$ cat src/rtl/prio_enc_stream.sv
// Serialising priority encoder: captures an N-bit request vector and emits the
// index of each set bit, one per beat, with per-burst popcount and one-hot flag.
module prio_enc_stream #(
   parameter int N         = 8,
   parameter bit LSB_FIRST = 1'b1,
   localparam int W        = $clog2(N)
) (
   input  logic         clk,
   input  logic         rst_n,
   input  logic [N-1:0] in_vec,
   input  logic         in_valid,
   output logic         in_ready,
   output logic [W-1:0] out_idx,
   output logic         out_valid,
   input  logic         out_ready,
   output logic         out_last,
   output logic         out_single,
   output logic [W:0]   out_count
);

   typedef enum logic {
      IDLE,
      BURST
   } state_t;

   state_t       state_q, state_d;
   logic [N-1:0] pending_q, pending_d;
   logic [W:0]   count_q, count_d;
   logic         single_q, single_d;

   logic [W:0]   vec_cnt;
   logic         found;
   int unsigned  j;

   always_comb begin
      vec_cnt = '0;
      for (int unsigned i = 0; i < N; i++) begin
         vec_cnt = vec_cnt + (W+1)'(in_vec[i]);
      end
   end

   // Scan in priority order; the first hit wins.
   always_comb begin
      out_idx = '0;
      found   = 1'b0;
      j       = 0;
      for (int unsigned i = 0; i < N; i++) begin
         j = LSB_FIRST ? i : (N - 1 - i);
         if (!found && pending_q[j]) begin
            out_idx = W'(j);
            found   = 1'b1;
         end
      end
   end

   always_comb begin
      out_valid  = (state_q == BURST);
      out_last   = (pending_q != '0) && ((pending_q & (pending_q - N'(1))) == '0);
      out_single = single_q;
      out_count  = count_q;
      in_ready   = rst_n & ((state_q == IDLE) | (out_valid & out_ready & out_last));

      state_d   = state_q;
      pending_d = pending_q;
      count_d   = count_q;
      single_d  = single_q;

      if (out_valid && out_ready) begin
         pending_d[out_idx] = 1'b0;
         if (out_last) begin
            state_d = IDLE;
         end
      end

      // A zero vector is consumed but leaves the burst registers untouched.
      if (in_valid && in_ready && (in_vec != '0)) begin
         pending_d = in_vec;
         count_d   = vec_cnt;
         single_d  = (vec_cnt == (W+1)'(1));
         state_d   = BURST;
      end
   end

   always_ff @(posedge clk or negedge rst_n) begin
      if (!rst_n) begin
         state_q   <= IDLE;
         pending_q <= '0;
         count_q   <= '0;
         single_q  <= 1'b0;
      end else begin
         state_q   <= state_d;
         pending_q <= pending_d;
         count_q   <= count_d;
         single_q  <= single_d;
      end
   end

endmodule

$ cat config.mk
export PLATFORM = sky130hd
export DESIGN_NAME = prio_enc_stream
export DESIGN_NICKNAME = d
export VERILOG_FILES = /design/src/rtl/prio_enc_stream.sv
export SDC_FILE = /design/constraint.sdc
export NUM_CORES = 1
export LEC_CHECK = 0
export BUFFER_PORTS_ARGS = -buffer_cell sky130_fd_sc_hd__buf_4
export CORE_ASPECT_RATIO = 0.7
export CORE_MARGIN = 5
export CORE_UTILIZATION = 40
export DETAILED_ROUTE_END_ITERATION = 10
export MAX_ROUTING_LAYER = met4
export SLEW_MARGIN = 10
export SYNTH_ARGS = -nofsm -noshare
export SYNTH_HDL_FRONTEND = slang
export SYNTH_SLANG_ARGS = --single-unit
$ cat constraint.sdc
create_clock -name clk -period 1.8 [get_ports clk]
set_input_delay 0.09 -clock clk [delete_from_list [all_inputs] [get_ports clk]]
set_output_delay 0.09 -clock clk [all_outputs]
set_load 0.01 [all_outputs]
==> results_dict.tcl <==
set metrics [dict create \
    synthCells 128 \
    synth_nets 148 \
    end_kind "flip-flop" \
    relSlewSlack_pct 40.16 \
    reg2reg_depth 5 \
    r2r_start "pending_q[3]" \
    irDropWorstVdd_v 0.0007882 \
    crit_required_ps 1970 \
    insertion_delay_ps 250 \
    synth-simple-area-share_pct 16.05 \
    synth_top_family_by_area "compound AO/OA/AOI/OAI gates" \
    synth_async_sr_flop_share_pct 100.0 \
    p_leak_nw 0.8291 \
    status "complete, but fails checks" \
    antenna_found_initial 0 \
    placedCellCount 201 \
    grt_pass1_vias 1212 \
    ys.flop_type "dfrtp_1" \
    worst_pin_slew_ps 895.9 \
    portBuffers 22 \
    root_buffer "clkbuf_8" \
    drv_cap 0 \
    drt-initial-drc-count 176 \
    synthAdderAreaFrac_pct 11.75 \
    ys_ff_latch 14 \
    synth_compound_area_share_pct 31.06 \
    cts_buffers 3 \
    yosys_warnings 0 \
    finalWorstSetupSlack_ps -796.4 \
    violations "negative setup slack" \
    dieArea_mm2 0.004190 \
    synth-edff-count 0 \
    powerDensity_mw_per_mm2 2025 \
    hp-class "in2reg" \
    synth.yosys.seq_area_share_pct 29.38 \
    routed_wl_um 3744 \
    finalSetupViolations 12 \
    grt_usage_pct 18.76 \
    rrSetupSlack_ps -130 \
    path_max_fanout 3 \
    clock_skew_ps 2.192 \
    grt_overflow 0 \
    cp_cell_sequence "buf_8 > fa_1 > inv_1 > fa_1 > fa_1 > inv_2 > ha_4 > inv_2 > fa_2 > nor3b_2 > o2111ai_1 > o22ai_2" \
    antenna_cells 0 \
    yosysUniqueCellTypes 43 \
    path_common_cell "fa_1" \
    stdcell_area_mm2 0.001814 \
    max_stage_delay_ps 520 \
    cp.depth 12 \
    crit_path_end "out_single" \
    nNetsFinal 202 \
    cts_buffer_depth 2 \
    min_period_over_period_pct 144.2 \
    critPathLaunch "in_vec[0]" \
    vias 1238 \
    rr_endpoint "out_count[2]" \
    initial_core_util_pct 42.24 \
    rows 16 \
    syn_area_mm2 0.001192 \
    fin_cells 217 \
    grt_max_degree 17 \
    core_area_mm2 0.002823 \
    gp_congestion 0.9882 \
    postSynthAreaPerCell_um2 9.316 \
    hold_viol 0 \
    worst-path-buf-inv 4 \
    dp_hpwl_um 2549 \
    grt_first_pass_wirelength_um 5934 \
    path_class "in2reg" \
    drc 0 \
    max_freq_mhz 385.2 \
    clock-sinks 14 \
    drive_gt1_share_pct 49.17 \
    die_w_um 75.26 \
    htreeDepth 1 \
    power_w 0.003674 \
    dp_slack_ps -1116 \
    crit_family "adder cells" \
    synthMuxAreaShare_pct 0 \
    vias_per_cell 5.705 \
    firstDrtPassIters 4 \
    io-pin-count 23 \
    post_dp_cell_area_mm2 0.001544 \
    synthXorXnorAreaFrac_pct 1.469 \
    cts_tree "built" \
    clkTransAtPathRegs_ps 60 \
    final.setup.tns_ps -3477 \
    wire_per_inst_um 17.25 \
    area_growth_pct 52.15 \
    cp_data_arrival_time_ps 2770 \
    cp-start-kind "input pin" \
    ant_nets 0 \
    rsz0062_at_grt "true" \
    finalCriticalPeriod_ps 2596 \
    final_max_slew_viol_count 0 \
    die-height_um 55.68 \
    cpMaxStageDelayCell "fa_1" \
]
==> cells in the mapped netlist, types with 2 or more instances <==
library cell,instances,share of area [%]
o31ai_1,3,1.9
ha_1,4,4.2
dfrtp_1,14,29
nand2b_1,3,1.6
o311ai_0,2,1.5
o22ai_2,5,5.2
nand3_1,2,0.84
nand2_1,12,3.8
inv_1,21,6.6
fa_1,4,6.7
o32ai_1,6,4.4
a2111oi_0,2,1.5
a21oi_1,4,1.7
o21ai_0,5,2.1
buf_2,2,0.84
buf_6,2,1.9
nor2b_1,3,1.6
clkbuf_1,3,0.94
o2111a_2,2,2.1
nor2_1,6,1.9
==> what timing repair did <==
item | 4_1_cts | 5_1_grt
cloned | 1 | 0
gates resized for setup | 19 | 13
setup endpoints to repair | 12 | 17
setup buffers | 8 | 2
hold buffers | 1 | 0
pin swaps | 12 | 8
hold endpoints to repair | 14 | 0
==> worst register-to-register path, delay by kind of cell (launching register included) <==
family,cells,cell delay [ps]
and+or+nand+nor,1,420
AOI/OAI and AO/OA,3,770
buffers and inverters,1,130
DFF,1,460
==> worst min path at each step <==
stage	depth (start not counted)	end	slack, ps	start
finish	3	pending_q[2]	210	in_vec[2]
global route	3	pending_q[2]	220	in_vec[2]
CTS	3	pending_q[2]	200	in_vec[2]
detailed placement	2	out_valid	60	rst_n
global placement	2	out_valid	50	rst_n
floorplan	0	out_count[0]	-210	rst_n
==> cells in the final DEF (no fill, tap or decap), types with 4 or more instances in the layout <==
cell and n:
nand2_1 11, clkbuf_8 4, o21ai_0 4, inv_1 19, buf_4 48, dfrtp_2 4, o22ai_2 5, buf_6 4
dfrtp_1 10, nor2_1 6
==> routing by layer <==
layer	track usage, %	part of all wire [%]
met5	-	0
met4	3.741	1.1
met3	6.859	7.6
met2	26.30	46
met1	25.90	45
==> power by group <==
group          switching (W)  internal (W)  total (W)
clock               0.000122      0.000194   0.000316
combinational        0.00123       0.00148    0.00271
sequential          0.000183      0.000461   0.000644
total                0.00154       0.00214    0.00367
==> kinds of logic after synthesis <==
| kind of cell | after synthesis |
|---|---|
| DFF | 14 |
| and+or+nand+nor | 35 |
| buffers and inverters | 28 |
| xor gates and xnor gates | 2 |
| adders and majority gates | 9 |
| AOI/OAI and AO/OA | 40 |
==> cell type report <==
cell class | count | area (um2)
Tap cell | 36 | 45.04
Inverter | 21 | 78.83
Timing Repair Buffer | 56 | 478.0
Sequential cell | 14 | 355.3
Clock buffer | 4 | 55.05
Multi-Input combinational cell | 86 | 802.0
Fill cell | 212 | 1008
==> sequential cells by signal, summed over array words and instances, names as in the netlist <==
name,count
pending_q,8
out_count,4
out_single,1
out_valid,1
==> metrics by stage <==
step                      hold slack [ps]  utilization, %
final                               213.3           64.27
after global routing                217.8           64.27
after global placement              45.37           54.70
after floorplan                    -205.6               -
after detailed placement            56.10           54.70
after CTS                           196.2           62.23
(Power assumes the default switching activity.)
